`src/rtl/pulse_pkg.sv`:
```
// Shared types and sizing constants for the pulse sequencer.
// Optional width-step datapath width lives here as well (PULSE_SEQ_WIDTH_STEP_EN).
package pulse_pkg;
   localparam int PULSE_CNT_W  = 32;
   localparam int PULSE_IDX_W  = 16;
   localparam int PULSE_STEP_W = 16;

   typedef enum logic [1:0] {IDLE, RUN, TAIL} pulse_seq_state_t;
endpackage

```
`src/rtl/pulse_sequencer_if.sv`:
```
// Configuration, command and status bundle between software control and the sequencer.
// cfg_step is present only when PULSE_SEQ_WIDTH_STEP_EN is defined.
interface pulse_sequencer_if
   import pulse_pkg::*;
#(
   parameter int CNT_W = PULSE_CNT_W,
   parameter int IDX_W = PULSE_IDX_W
);
   logic [CNT_W-1:0]               cfg_period;
   logic [CNT_W-1:0]               cfg_width;
   logic [IDX_W-1:0]               cfg_count;
`ifdef PULSE_SEQ_WIDTH_STEP_EN
   logic signed [PULSE_STEP_W-1:0] cfg_step;
`endif
   logic                           cmd_start;
   logic                           cmd_stop;
   logic                           start_evt;
   logic [CNT_W-1:0]               pulse_width;
   logic [IDX_W-1:0]               pulse_idx;
   logic                           busy;
   logic                           done;

   modport master (
`ifdef PULSE_SEQ_WIDTH_STEP_EN
      output cfg_step,
`endif
      output cfg_period, cfg_width, cfg_count, cmd_start, cmd_stop,
      input  start_evt, pulse_width, pulse_idx, busy, done
   );

   modport slave (
`ifdef PULSE_SEQ_WIDTH_STEP_EN
      input  cfg_step,
`endif
      input  cfg_period, cfg_width, cfg_count, cmd_start, cmd_stop,
      output start_evt, pulse_width, pulse_idx, busy, done
   );
endinterface

```
`src/rtl/pulse_period_cnt.sv`:
```
// Free-running 0..period-1 counter with synchronous clear; tick at 0, last at period-1.
// Period must be >= 1; the sequencer clamps it before it reaches here.
module pulse_period_cnt
   import pulse_pkg::*;
#(
   parameter int CNT_W = PULSE_CNT_W
) (
   input  logic             clk,
   input  logic             rst,
   input  logic             clr,
   input  logic             en,
   input  logic [CNT_W-1:0] period,
   output logic             tick,
   output logic             last
);
   logic [CNT_W-1:0] cnt_q;

   assign tick = (cnt_q == '0);
   assign last = (cnt_q == (period - CNT_W'(1)));

   always_ff @(posedge clk) begin
      if (rst || clr) begin
         cnt_q <= '0;
      end else if (en) begin
         cnt_q <= last ? '0 : cnt_q + CNT_W'(1);
      end
   end
endmodule

```
`src/rtl/pulse_sequencer.sv`:
```
// Burst/periodic start_evt scheduler; first start_evt one cycle after cmd_start, all outputs registered.
// No backpressure. PULSE_SEQ_WIDTH_STEP_EN adds a saturating per-pulse width step.
module pulse_sequencer
   import pulse_pkg::*;
#(
   parameter int CNT_W = PULSE_CNT_W,
   parameter int IDX_W = PULSE_IDX_W
) (
   input  logic               clk,
   input  logic               rst,
   pulse_sequencer_if.slave   ctl
);
   pulse_seq_state_t state_q, state_d;

   logic [CNT_W-1:0] period_q;
   logic [CNT_W-1:0] width_q;
   logic [IDX_W-1:0] count_q;
   logic [IDX_W-1:0] idx_q, idx_d;
   logic             start_evt_q, start_evt_d;
   logic             done_q, done_d;
   logic             busy_q;
   logic             accept;
   logic             burst_end;
   logic             tick;
   logic             last;

`ifdef PULSE_SEQ_WIDTH_STEP_EN
   logic signed [PULSE_STEP_W-1:0] step_q;

   // Bit CNT_W+1 flags a negative sum, bit CNT_W an overflow past the all-ones width.
   function automatic logic [CNT_W-1:0] step_width(input logic [CNT_W-1:0] w,
                                                   input logic signed [PULSE_STEP_W-1:0] s);
      logic signed [CNT_W+1:0] sum;
      sum = $signed({2'b00, w}) + (CNT_W+2)'(s);
      if (sum[CNT_W+1] || (sum == '0)) begin
         return CNT_W'(1);
      end else if (sum[CNT_W]) begin
         return '1;
      end else begin
         return sum[CNT_W-1:0];
      end
   endfunction
`endif

   assign accept    = (state_q == IDLE) && ctl.cmd_start && !ctl.cmd_stop;
   assign burst_end = (count_q != '0) && (idx_q == count_q);

   pulse_period_cnt #(.CNT_W(CNT_W)) u_period_cnt (
      .clk    (clk),
      .rst    (rst),
      .clr    (accept),
      .en     (state_q != IDLE),
      .period (period_q),
      .tick   (tick),
      .last   (last)
   );

   always_comb begin
      state_d     = state_q;
      start_evt_d = 1'b0;
      done_d      = 1'b0;
      idx_d       = idx_q;
      case (state_q)
         IDLE: begin
            if (accept) begin
               state_d     = RUN;
               start_evt_d = 1'b1;
               idx_d       = IDX_W'(1);
            end
         end
         RUN: begin
            // The final pulse is the one showing now (tick); with period 1 the tail is empty.
            if (ctl.cmd_stop) begin
               state_d = IDLE;
            end else if (tick && burst_end) begin
               if (last) begin
                  done_d  = 1'b1;
                  state_d = IDLE;
               end else begin
                  state_d = TAIL;
               end
            end else if (last) begin
               start_evt_d = 1'b1;
               idx_d       = idx_q + IDX_W'(1);
            end
         end
         TAIL: begin
            if (ctl.cmd_stop) begin
               state_d = IDLE;
            end else if (last) begin
               done_d  = 1'b1;
               state_d = IDLE;
            end
         end
         default: state_d = IDLE;
      endcase
   end

   always_ff @(posedge clk) begin
      if (rst) begin
         state_q     <= IDLE;
         start_evt_q <= 1'b0;
         done_q      <= 1'b0;
         busy_q      <= 1'b0;
         idx_q       <= '0;
      end else begin
         state_q     <= state_d;
         start_evt_q <= start_evt_d;
         done_q      <= done_d;
         busy_q      <= (state_d != IDLE);
         idx_q       <= idx_d;
      end
   end

   always_ff @(posedge clk) begin
      if (rst) begin
         period_q <= CNT_W'(1);
         width_q  <= '0;
         count_q  <= '0;
`ifdef PULSE_SEQ_WIDTH_STEP_EN
         step_q   <= '0;
`endif
      end else if (accept) begin
         period_q <= (ctl.cfg_period == '0) ? CNT_W'(1) : ctl.cfg_period;
         width_q  <= ctl.cfg_width;
         count_q  <= ctl.cfg_count;
`ifdef PULSE_SEQ_WIDTH_STEP_EN
         step_q   <= ctl.cfg_step;
      end else if (start_evt_q) begin
         width_q  <= step_width(width_q, step_q);
`endif
      end
   end

   assign ctl.start_evt   = start_evt_q;
   assign ctl.pulse_width = width_q;
   assign ctl.pulse_idx   = idx_q;
   assign ctl.busy        = busy_q;
   assign ctl.done        = done_q;
endmodule

```
`src/flat_wrapper.sv`:
```
// flat-port wrapper written by rule: the top's interface ports become plain ports
module pulse_sequencer_flat import pulse_pkg::*;
#(
   parameter int CNT_W = PULSE_CNT_W,
   parameter int IDX_W = PULSE_IDX_W
)
  (clk, rst, ctl_cfg_period, ctl_cfg_width, ctl_cfg_count, ctl_cmd_start, ctl_cmd_stop, ctl_start_evt, ctl_pulse_width, ctl_pulse_idx, ctl_busy, ctl_done);
  pulse_sequencer_if #(.CNT_W(CNT_W), .IDX_W(IDX_W)) ctl_i ();
  input  logic clk;
  input  logic rst;
  input wire logic [$bits(ctl_i.cfg_period)-1:0] ctl_cfg_period;
  input wire logic [$bits(ctl_i.cfg_width)-1:0] ctl_cfg_width;
  input wire logic [$bits(ctl_i.cfg_count)-1:0] ctl_cfg_count;
  input wire logic [$bits(ctl_i.cmd_start)-1:0] ctl_cmd_start;
  input wire logic [$bits(ctl_i.cmd_stop)-1:0] ctl_cmd_stop;
  output wire logic [$bits(ctl_i.start_evt)-1:0] ctl_start_evt;
  output wire logic [$bits(ctl_i.pulse_width)-1:0] ctl_pulse_width;
  output wire logic [$bits(ctl_i.pulse_idx)-1:0] ctl_pulse_idx;
  output wire logic [$bits(ctl_i.busy)-1:0] ctl_busy;
  output wire logic [$bits(ctl_i.done)-1:0] ctl_done;
  assign ctl_i.cfg_period = ctl_cfg_period;
  assign ctl_i.cfg_width = ctl_cfg_width;
  assign ctl_i.cfg_count = ctl_cfg_count;
  assign ctl_i.cmd_start = ctl_cmd_start;
  assign ctl_i.cmd_stop = ctl_cmd_stop;
  assign ctl_start_evt = ctl_i.start_evt;
  assign ctl_pulse_width = ctl_i.pulse_width;
  assign ctl_pulse_idx = ctl_i.pulse_idx;
  assign ctl_busy = ctl_i.busy;
  assign ctl_done = ctl_i.done;
  pulse_sequencer #(.CNT_W(CNT_W), .IDX_W(IDX_W)) u_core (.clk(clk), .rst(rst), .ctl(ctl_i));
endmodule
```
`config.mk`:
```
export PLATFORM = sky130hd
export DESIGN_NAME = pulse_sequencer_flat
export DESIGN_NICKNAME = d
export VERILOG_FILES = /design/src/rtl/pulse_pkg.sv /design/src/rtl/pulse_sequencer_if.sv /design/src/rtl/pulse_period_cnt.sv /design/src/rtl/pulse_sequencer.sv /design/src/flat_wrapper.sv
export SDC_FILE = /design/constraint.sdc
export NUM_CORES = 1
export LEC_CHECK = 0
export ABC_AREA = 1
export BUFFER_PORTS_ARGS = -buffer_cell sky130_fd_sc_hd__buf_2
export CORE_MARGIN = 2
export CORE_UTILIZATION = 60
export CTS_CLUSTER_SIZE = 28
export DETAILED_ROUTE_END_ITERATION = 8
export PLACE_DENSITY_LB_ADDON = 0.15
export SLEW_MARGIN = 30
export SYNTH_ARGS = -nofsm -noshare
export SYNTH_HDL_FRONTEND = slang
export SYNTH_SLANG_ARGS = --single-unit
export TNS_END_PERCENT = 30
```
`constraint.sdc`:
```
create_clock -name clk -period 7.4 [get_ports clk]
set_input_delay 1.11 -clock clk [delete_from_list [all_inputs] [get_ports clk]]
set_output_delay 1.11 -clock clk [all_outputs]
set_load 0.05 [all_outputs]
```
---- After elaboration in Yosys (flattened, before gate mapping) ----
Cells that the tools add are included.
word-level totals
  output and inout port bits .............. 51
  register bits after elaboration ......... 133
  bits of input ports ..................... 84
cells by class
  add/subtract/negate cells ............... 3
  reduce and logical (&&, ||, !) cells .... 14
  equal/unequal tests ..................... 8
  mux-type cells .......................... 23
operator list
  cell                                                 number
  logical NOT 32 bit                                   2
  two-way mux 16 bit                                   4
  two-way mux 32 bit                                   2
  adder 32 x 1 -> 32 bit, second input constant        1
  equality test 32 bit                                 1
  case mux 16 bit (2 select lines)                     1
  subtractor 32 x 1 -> 32 bit, second input constant   1
  adder 16 x 1 -> 16 bit, second input constant        1
  equality test 16 bit                                 1
  nonzero test 16 bit                                  1
  two-way mux 2 bit                                    6
  != test 2 bit, second input constant                 4
  two-way mux 1 bit                                    7
  case mux 2 bit (3 select lines)                      1
  nonzero test 2 bit                                   3
  AND reduction 5 bit                                  1
  logical AND 1 bit                                    4
  case mux 1 bit (2 select lines)                      2
  equality test 2 x 1 -> 1 bit, second input constant  1
  equality test 2 bit, second input constant           1
  logical NOT 2 bit                                    1
  logical NOT 1 bit                                    1
  logical OR 1 bit                                     1

---- Depth between registers and ports, before layout ----
Gate-level depths: netlist of run 1.
  word-level depth ........................ 7
  depth in mapped cells ................... 21

---- Modules after synthesis ----
From an unflattened synthesis of run 1, not the netlist that was laid out.
unflattened totals
  cells, all modules ...................... 1281
  area total of the unflattened synthesis .. 8018.9 um^2
by module, submodules not included
  module            area each (um^2)  seq. area each (um^2)  cells each  times used
  pulse_sequencer   4634.4            2021.9                 676         1
  pulse_period_cnt  3384.5            640.6                  605         1

---- Least setup slack after synthesis of run 1 ----
Ideal clock, no wire load.
  kind .................................... input -> register
  start ................................... input ctl_cmd_stop
  end ..................................... register u_core.u_period_cnt.cnt_q[27]
  arrival time ............................ 2.324 ns
  setup slack ............................. 5.018 ns
  setup time .............................. 0.058 ns
  data required time ...................... 7.342 ns
  stages .................................. 8
  buffers on the path ..................... 2
  path through ............................ inv_1 > nand3_1 > inv_1 > nor2_1 > clkbuf_1 > buf_1 > nand4_1 > inv_1
between the ends
  cells in the longest elaborated chain, start to end .. 3
RTL lines
  item                  line                    RTL
  from (decl)           flat_wrapper.sv:15      input wire logic [$bits(ctl_i.cmd_stop)-1:0] ctl_cmd_stop;
  logical NOT 1 bit     pulse_sequencer.sv:45   assign accept = (state_q == IDLE) && ctl.cmd_start && !ctl.cmd_stop;
  logical AND 1 bit     pulse_sequencer.sv:45
  logical OR 1 bit      pulse_period_cnt.sv:22  if (rst || clr) begin
  to (signal assigned)  pulse_period_cnt.sv:25  cnt_q <= last ? '0 : cnt_q + CNT_W'(1);
  to (decl)             pulse_period_cnt.sv:16  logic [CNT_W-1:0] cnt_q;
No other way between the ends.
A chain may end at the register's enable or synchronous reset.

---- Worst setup path after layout of run 1 ----
  start ................................... register u_core.state_q[0]
  end ..................................... register u_core.period_q[18]
between the ends
  cells in the longest elaborated chain, start to end .. 3
RTL lines
  item                            line                    RTL
  from (decl)                     pulse_sequencer.sv:13   pulse_seq_state_t state_q, state_d;
  from (signal assigned)          pulse_sequencer.sv:107  state_q <= state_d;
  logical NOT 2 bit               pulse_sequencer.sv:45
  logical AND 1 bit (2 in a row)  pulse_sequencer.sv:45
  to (signal assigned)            pulse_sequencer.sv:124  period_q <= (ctl.cfg_period == '0) ? CNT_W'(1) : ctl.cfg_period;
  to (decl)                       pulse_sequencer.sv:15   logic [CNT_W-1:0] period_q;
No other way between the ends.

==> results of run 1 <==
[cells in the mapped netlist, drive strengths merged, types with 3 or more instances]
cell and number:
buf 10, o22ai 6, nor4 28, nor4b 3, nand2 269, o21ai 34
nor2 168, xnor2 13, xor2 46, or2 9, clkbuf 19, nand3b 8
nor3b 7, a21oi 28, a211oi 3, dfxtp 133, nand3 66, nand4 25
nor3 29, a22o 54, inv 143, ha 8
[logic make-up (layout without fill, tap and decap cells)]
logic type               count (synthesis)  count (layout)  synth area share [%]
AND/OR/NAND/NOR                        615             615                 36.76
buffers and inverters                  174             312                 8.750
flip-flops                             133             133                 35.00
AO/OA/AOI/OAI                          127             127                 11.38
XOR/XNOR                                59              59                 6.793
adder cells (fa/ha/maj)                  8               8                 1.316
[layout make-up]
cell class	instances	area (µm²)
multi-input cells	809	4294
fillers	1122	3572
flip-flops and latches	133	2663
repair buffers	136	685.7
inverters	145	544.3
clock buffers	17	425.4
well taps	172	215.2
clock inverters	14	117.6
[path summary, 6_finish.rpt]
check,endpoint,from
worst max register to register,u_core.period_q[18],u_core.state_q[0]
worst min register to register,u_core.ctl.pulse_width[27],u_core.ctl.pulse_width[27]
worst min-delay path,u_core.ctl.pulse_width[27],u_core.ctl.pulse_width[27]
worst max-delay path,u_core.period_q[18],u_core.state_q[0]
[routing by layer]
metal	GRT usage, %	part of all wire (%)	up-vias
met5	0	0	-
met4	15.61	4.3	0
met3	8.459	8.0	71
met2	52.36	46	328
met1	38.03	42	3463
li1	-	-	3906
[critical path: stages (launching register included)]
cell and delay [ns]:
dfxtp_1 0.43, inv_1 0.10, ha_1 0.33, nand3_1 0.27, inv_1 0.16, nor2_4 0.37
buf_4 0.47, inv_1 0.49, o21ai_0 0.30
[flip-flops by register name, indices dropped and copies added (netlist names)]
signal	count
u_core.ctl.pulse_width	32
u_core.count_q	16
u_core.ctl.busy	1
u_core.ctl.start_evt	1
u_core.ctl.pulse_idx	16
u_core.state_q	2
u_core.ctl.done	1
u_core.period_q	32
u_core.u_period_cnt.cnt_q	32
[cells in the final DEF (no fill, tap or decap), types with 17 or more instances in the layout]
cell type | netlist | final
a21oi_1 | 27 | 27
a22o_1 | 54 | 54
buf_2 | 4 | 134
clkbuf_16 | 0 | 17
dfxtp_1 | 133 | 133
inv_1 | 133 | 133
nand2_1 | 259 | 259
nand3_1 | 65 | 65
nand4_1 | 25 | 25
nor2_1 | 151 | 149
nor3_1 | 29 | 29
nor4_1 | 28 | 28
o21ai_0 | 30 | 30
xor2_1 | 46 | 46
[power by group through the flow]
stage          Clock, mW  Sequential (mW)  Combinational (mW)
6_report           0.787            0.767               0.321
5_1_grt            0.825            0.771               0.357
4_1_cts            0.794            0.767               0.318
3_5_place_dp           0            0.782               0.317
3_3_place_gp           0            0.782               0.313
2_1_floorplan          0            0.814               0.194
==> results_dict.tcl, run 1 <==
set metrics [dict create \
    clk_latency_ns 0.43 \
    avgSynthCellArea_um2 6.817 \
    finalCriticalPeriod_ns 3.036 \
    critPathRequiredTime_ns 7.74 \
    crit_path_max_fanout 43 \
    area_growth_pct 17.58 \
    grtUsageTotal_pct 31.60 \
    netSwitchingFraction_pct 31.59 \
    grt_max_degree 59 \
    setup_viol 0 \
    num_io_pins 135 \
    cap_viol_max_count 0 \
    slew_headroom_pct 46.58 \
    intPower_mw 1.283 \
    endpoint_kind "flop" \
    firstDrtPassIters 5 \
    crit_type "reg -> reg" \
    synth.top_cell.area_share_pct 35.00 \
    dp.cells 1395 \
    ant_nets 0 \
    cts_setup_buffers 0 \
    numCtsBuffers 17 \
    die_h_um 116.6 \
    nets 1334 \
    synth_edf_count 0 \
    dieArea_um2 13600 \
    setup_slack_ns 4.364 \
    grt_overflow 0 \
    synthTopCellsByArea "dfxtp_1 (35%), nand2_1 (13%), nor2_1 (7.5%)" \
    htreeDepth 4 \
    async_flop_share_pct 0 \
    worst_pin_slew_ns 0.8005 \
    seqPwrFrac_pct 40.9 \
    drc 0 \
    hp-class "reg -> reg" \
    final_cells 1426 \
    synth_seq_area_share_pct 35.00 \
    wl_mm 20.48 \
    synthCells 1116 \
    synth_nets 1208 \
    fmax_mhz 329.4 \
    hpwl_mm 15.70 \
    hold_violations 0 \
    pwr_density_cell_nw_per_um2 209.6 \
    post-route-period-util_pct 41.02 \
    p_leak_nw 4.387 \
    cts_tree "yes" \
    switchingPower_uw 592.4 \
    placed_cell_area_um2 8402 \
    clock_path_buffers 2 \
    io_buffers 134 \
    hold_slack_ns 0.4693 \
    synth_warnings 0 \
    place_ws_ns 4.054 \
    fin_skew_ns 0.01054 \
    dr_total_vias 7768 \
    combPwrFrac_pct 17.1 \
    grt_pass1_wl_mm 33.67 \
    rows 41 \
    start_util_pct 60.78 \
    vdd_drop_max_uv 209.4 \
    clkSinkCount 133 \
    startpoint_type "flop" \
    clk_pin_slew_ns 0.06 \
    fin_area_um2 8945 \
    p_clk_share_pct 42.0 \
    coreArea_um2 12520 \
    die_x_um 116.6 \
    grt_pass1_vias 7254 \
    drive_gt1_share_pct 17.15 \
    finalMaxSlewViolations 0 \
    syn_area_um2 7607 \
    reg2reg_setup_slack_ns 4.36 \
    hold_buffers 0 \
    synth_flop_cell "dfxtp_1" \
    antenna_found_initial 0 \
    status "finished clean" \
    fin_setup_tns_ns 0 \
    final_util_pct 71.46 \
    ys_types 39 \
    cts_resized 0 \
    hold_path_depth 1 \
    rsz0062_at_grt "no" \
    gp_congestion 0.9613 \
    reg2reg_depth 8 \
    worstPathArrival_ns 3.37 \
    synth_top_cell_by_area "dfxtp_1" \
    num_antenna_cells 0 \
    root_buffer "clkbuf_16" \
    vias_per_cell 5.447 \
    avgRoutedWirePerCell_um 14.36 \
    ys_ff_latch 133 \
    power.total_mw 1.875 \
    drtIter0Drc 614 \
]
Power figures use the tool's default switching activity.
==> inputs of run 2 (changes only) <==
--- a/config.mk
+++ b/config.mk
@@ -5,10 +5,10 @@
 export SDC_FILE = /design/constraint.sdc
 export NUM_CORES = 1
 export LEC_CHECK = 0
-export ABC_AREA = 1
+export ABC_AREA = 0
 export BUFFER_PORTS_ARGS = -buffer_cell sky130_fd_sc_hd__buf_2
 export CORE_MARGIN = 2
-export CORE_UTILIZATION = 60
+export CORE_UTILIZATION = 56
 export CTS_CLUSTER_SIZE = 28
 export DETAILED_ROUTE_END_ITERATION = 8
 export PLACE_DENSITY_LB_ADDON = 0.15
==> constraint.sdc (replaced) <==
create_clock -name clk -period 2.82 [get_ports clk]
set_input_delay 0.423 -clock clk [delete_from_list [all_inputs] [get_ports clk]]
set_output_delay 0.423 -clock clk [all_outputs]
set_load 0.05 [all_outputs]
==> run 2 against run 1 <==
  * The run now ends with setup timing left
  * Synthesized cell count fell by 22%
  * Via count fell by 8.8%
  * Critical path depth grew 4
  * Sequential cell count did not move
  * Combinational power rose to 3.0 times the previous value
  * Non-clock buffer count increased by 114
  * Worst hold slack got worse by 0.23 ns
  * Sequential power increased to 2.6 times the previous value
  * Core utilization rose by 6.5 points
  * Die area is 3.5% lower
  * Count of clock-buffer cells in the layout is 4 higher
==> results_dict.tcl, run 2 <==
set metrics [dict create \
    synth_nets 967 \
    grt_max_degree 83 \
    drc 0 \
    status "complete, but fails checks" \
    syn_area_um2 6845 \
    endpoint_kind "flop" \
    p_leak_nw 3.886 \
    startpoint_type "flop" \
    clk_latency_ns 0.42 \
    synth_warnings 0 \
    dr_total_vias 7085 \
    dieArea_um2 13120 \
    rsz0062_at_grt "yes" \
    rows 40 \
    vias_per_cell 5.663 \
    num_io_pins 135 \
    synth_flop_cell "dfxtp_1" \
    crit_path_max_fanout 9 \
    fillers 857 \
    highest_layer "met4" \
    cts_tree "yes" \
    io_buffers 134 \
    wl_mm 20.24 \
    clkSinkCount 133 \
    fmax_mhz 301.9 \
    async_flop_share_pct 0 \
    route.met3.wl_mm 1.357 \
    final_util_pct 77.93 \
    cap_viol_max_count 0 \
    area_growth_pct 36.17 \
    drive_gt1_share_pct 30.53 \
    multi_input_area_um2 4184 \
    slew_headroom_pct 45.39 \
    start_util_pct 57.23 \
    fin_area_um2 9321 \
    grt_pass1_wl_mm 32.22 \
    synthTopCellsByArea "dfxtp_1 (39%), nand2_1 (10%), a21oi_1 (7.3%)" \
    worstPathArrival_ns 3.66 \
    gp_congestion 0.9409 \
    hpwl_mm 14.02 \
    hold_violations 0 \
    numCtsBuffers 17 \
    pwr_density_cell_nw_per_um2 564.2 \
    setup_slack_ns -0.4919 \
    synth_edf_count 0 \
    nets 1184 \
    hold_buffers 0 \
    dr_wl_met2_mm 9.674 \
    violations "setup timing" \
    met1_length_mm 8.317 \
    final_common_cell "nand2_1" \
    avgRoutedWirePerCell_um 16.18 \
    die_x_um 114.6 \
    finalMaxSlewViolations 0 \
    worst_pin_slew_ns 0.8191 \
    ys_types 65 \
    fin_skew_ns 0.008566 \
    htreeDepth 4 \
    firstDrtPassIters 6 \
    root_buffer "clkbuf_16" \
    synth_seq_area_share_pct 38.90 \
    post-route-period-util_pct 117.4 \
    antenna_found_initial 0 \
    die_h_um 114.6 \
    seqCellArea_um2 2673 \
    layout_common_cells "nand2_1 (188), buf_2 (134), dfxtp_1 (127)" \
    grtUsageTotal_pct 31.07 \
    clock_path_buffers 2 \
    grt_overflow 0 \
    placed_cell_area_um2 8378 \
    synth_top_cell_by_area "dfxtp_1" \
    vdd_drop_max_uv 503.0 \
    drtIter0Drc 571 \
    ant_nets 0 \
    hold_slack_ns 0.2347 \
    finalCriticalPeriod_ns 3.312 \
    place_ws_ns -0.4916 \
    synth_most_common_cell "nand2_1" \
    critPathRequiredTime_ns 3.17 \
    synth_common_cells "nand2_1 (189), dfxtp_1 (133), a21oi_1 (100)" \
    ys_ff_latch 133 \
    coreArea_um2 11960 \
    clk_pin_slew_ns 0.06 \
    grt_pass1_vias 6752 \
    setup_viol 53 \
    synth.top_cell.area_share_pct 38.90 \
    num_antenna_cells 0 \
    crit_type "reg -> reg" \
    hp-class "in -> reg" \
    synthCells 875 \
    avgSynthCellArea_um2 7.823 \
]
[run 2: cell count changes after synthesis, sizes merged, moves of 13 or more]
cell	before	now
nor2	168	57
a21oi	28	101
o21ai	34	16
clkbuf	19	46
or3	0	13
a22o	54	1
nand2	269	189
nand3	66	23
inv	143	14
xnor2	13	42
[run 2: power breakdown]
| group | internal (mW) | switching, mW |
|---|---|---|
| Sequential | 1.95 | 0.0503 |
| Clock | 1.46 | 0.845 |
| Combinational | 0.404 | 0.550 |
[run 2: per-stage QoR]
stage | cells | TNS, ns | total power [mW]
after floorplan | 875 | -11.07 | 2.559
after global placement | 1210 | -15.93 | 2.870
after detailed placement | 1210 | -18.19 | 2.880
after CTS | 1246 | -18.45 | 5.218
after global routing | 1251 | -25.59 | 5.433
final | 1251 | -18.99 | 5.259
[run 2: cell families (layout without fill, tap and decap cells)]
logic type | Yosys count | count (layout) | share of synthesized area, %
adder cells (fa/ha/maj) | 8 | 8 | 1.462
XOR/XNOR | 89 | 89 | 11.39
flip-flops | 133 | 133 | 38.90
multiplexers | 5 | 5 | 0.7494
AO/OA/AOI/OAI | 151 | 151 | 12.74
buffers and inverters | 66 | 295 | 3.710
AND/OR/NAND/NOR | 423 | 423 | 31.05
[run 2: layout make-up]
type	instances	share of cell area (%)
timing repair buffer	250	17.28
tap	147	1.973
sequential	133	28.67
clock buffer	21	5.047
inverter	14	0.5906
clock inverter	10	1.557
multi-input combinational	676	44.89
[run 2: path summary, 6_finish.rpt]
check | start | endpoint | slack [ns] | cells after the start
max | u_core.period_q[2] | u_core.ctl.pulse_idx[14] | -0.49 | 12
min | ctl_cfg_width[14] | u_core.ctl.pulse_width[14] | 0.23 | 3
max reg2reg | u_core.period_q[2] | u_core.ctl.pulse_idx[14] | -0.49 | 12
min reg2reg | u_core.ctl.pulse_width[23] | u_core.ctl.pulse_width[23] | 0.45 | 2
[run 2: what timing repair did]
| action | 4_1_cts | 5_1_grt |
|---|---|---|
| gates cloned | 1 | 0 |
| setup endpoints to repair | 53 | 53 |
| endpoints found under the hold margin | 0 | 0 |
| pin swaps | 15 | 10 |
| resized for setup | 30 | 19 |
| buffers inserted | 4 | 5 |
[run 2: metal layers]
layer  GRT usage, %  vias up
li1               -     3487
met1          37.65     3247
met2          51.68      279
met3          8.417       72
met4          13.66        0
met5              0        -
[run 2: critical path: stages (launching register included)]
cell	delay (ns)
dfxtp_2	0.37
nor4_4	0.42
buf_12	0.16
nand3b_1	0.12
mux2_2	0.24
a311oi_1	0.14
or4_4	0.58
nor4_4	0.23
buf_6	0.17
a21oi_4	0.08
buf_12	0.15
or4_4	0.43
a21oi_2	0.15
==> inputs of run 3 (changes only) <==
--- a/config.mk
+++ b/config.mk
@@ -7,6 +7,7 @@
 export LEC_CHECK = 0
 export ABC_AREA = 0
 export BUFFER_PORTS_ARGS = -buffer_cell sky130_fd_sc_hd__buf_2
+export CORE_ASPECT_RATIO = 2
 export CORE_MARGIN = 2
 export CORE_UTILIZATION = 56
 export CTS_CLUSTER_SIZE = 28
==> constraint.sdc (replaced) <==
create_clock -name clk -period 2.82 [get_ports clk]
set_input_delay 0.282 -clock clk [delete_from_list [all_inputs] [get_ports clk]]
set_output_delay 0.282 -clock clk [all_outputs]
set_load 0.05 [all_outputs]
==> run 3 against run 2 <==
  * The flow still finishes with violations (setup timing)
  * Critical path depth stayed put
  * Sequential cell count stayed put
  * Sequential power hardly changed
  * Via count is 5.5% higher
  * Fmax is 3.3% lower
  * Wire length is 12% higher
  * First-iteration DRC count is 27% lower
  * Worst hold slack worse by 0.15 ns
  * Final cell count is 0.96% higher
  * Setup slack worse by 0.11 ns
  * Power is 0.51% lower
==> results_dict.tcl, run 3 (synthesized netlist as in run 2, its figures left out) <==
set metrics [dict create \
    status "complete, but fails checks" \
    violations "setup timing" \
    final_common_cell "nand2_1" \
    critPathRequiredTime_ns 3.17 \
    slew_headroom_pct 44.24 \
    grt_max_degree 83 \
    cts_tree "yes" \
    num_io_pins 135 \
    dr_total_vias 7478 \
    hold_path.startpoint "ctl_cfg_width[9]" \
    clock_path_buffers 2 \
    drive_gt1_share_pct 31.81 \
    fmax_mhz 291.9 \
    grt_pass1_vias 7373 \
    grt_overflow 0 \
    fillers 826 \
    dieArea_um2 13180 \
    crit_type "reg -> reg" \
    crit_path_max_fanout 4 \
    post-route-period-util_pct 121.5 \
    root_buffer "clkbuf_16" \
    hold_buffers 0 \
    hpwl_mm 15.19 \
    clkSinkCount 133 \
    drc 0 \
    grtUsageTotal_pct 34.78 \
    avgRoutedWirePerCell_um 17.90 \
    fin_skew_ns 0.01226 \
    nets 1195 \
    finalMaxSlewViolations 0 \
    coreArea_um2 12050 \
    worstPathArrival_ns 3.78 \
    endpoint_kind "flop" \
    reg2reg_setup_slack_ns -0.61 \
    wl_mm 22.60 \
    clk_latency_ns 0.43 \
    ant_nets 0 \
    die_h_um 160.4 \
    pwr_density_cell_nw_per_um2 555.2 \
    final_util_pct 78.19 \
    startpoint_type "flop" \
    clk_pin_slew_ns 0.07 \
    io_buffers 134 \
    numCtsBuffers 17 \
    start_util_pct 56.79 \
    timing.rr.start "u_core.period_q[0]" \
    vdd_drop_max_uv 493.9 \
    area_growth_pct 37.67 \
    antenna_found_initial 0 \
    grt_pass1_wl_mm 35.36 \
    hold_violations 0 \
    layout_common_cells "nand2_1 (187), buf_2 (134), dfxtp_1 (127)" \
    setup_slack_ns -0.6058 \
    p_leak_nw 3.909 \
    rsz0062_at_grt "yes" \
    worst_pin_slew_ns 0.8365 \
    hp-class "in -> reg" \
    drtIter0Drc 416 \
    num_antenna_cells 0 \
    rows 57 \
    cap_viol_max_count 0 \
    dp.cells 1211 \
    startpoint "u_core.period_q[0]" \
    finalCriticalPeriod_ns 3.426 \
    gp_congestion 0.9707 \
    htreeDepth 4 \
    die_x_um 82.18 \
    vias_per_cell 5.921 \
    firstDrtPassIters 6 \
    setup_viol 53 \
    power.total_mw 5.233 \
    final_cells 1263 \
]
run 3: layout make-up:
class	instances	area, µm²	area share [%]
Inverter	14	52.55	0.5576
Clock inverter	15	166.4	1.766
Clock buffer	17	425.4	4.514
Timing Repair Buffer	259	1668	17.70
Multi-Input combinational cell	678	4253	45.13
Tap cell	147	183.9	1.952
Sequential cell	133	2675	28.39
run 3: where the power goes:
group	total, mW	internal [mW]	switching, mW	leakage (nW)
Clock	2.23	1.25	0.977	0.275
Combinational	1.00	0.427	0.578	2.55
Sequential	2.00	1.94	0.0529	1.08
run 3: worst paths after layout:
| check | to | cells past startpoint |
|---|---|---|
| setup / recovery | u_core.ctl.pulse_idx[5] | 12 |
| hold / removal | u_core.ctl.pulse_width[9] | 3 |
| setup reg to reg | u_core.ctl.pulse_idx[5] | 12 |
| hold reg to reg | u_core.ctl.pulse_width[2] | 2 |
run 3: repair_timing:
action	CTS	global route
pin swaps	28	15
buffers inserted	13	5
resized for setup	37	21
setup endpoints to repair	53	53
cloned	2	0
hold endpoints to repair	0	0
run 3: metrics by stage:
step                setup TNS [ns]  setup WS (ns)  hold WS (ns)  area [µm²]
finish                      -21.20        -0.6058       0.08037        9424
detailed placement          -27.18        -0.7453        0.4430        8386
global route                -25.47        -0.6806       0.08170        9424
CTS                         -20.08        -0.5685       0.07912        9294
global placement            -21.35        -0.6037        0.4388        8386
floorplan                   -11.07        -0.3953        0.3580        6909
run 3: critical path, stage by stage, from the launching register on:
cell      delay, ns
dfxtp_4        0.36
nor4_4         0.35
buf_4          0.18
nand3b_1       0.12
mux2_2         0.26
a311oi_2       0.19
or4_4          0.59
nor4_4         0.24
buf_6          0.16
buf_6          0.10
nand4_4        0.12
or4b_1         0.51
a21oi_1        0.17
run 3: metal layers:
layer	routed length [µm]	global-route usage (%)	vias to the layer above
li1	-	-	3509
met1	7679	34.86	3515
met2	12040	60.78	329
met3	1179	7.135	125
met4	1705	24.47	0
met5	0	0	-
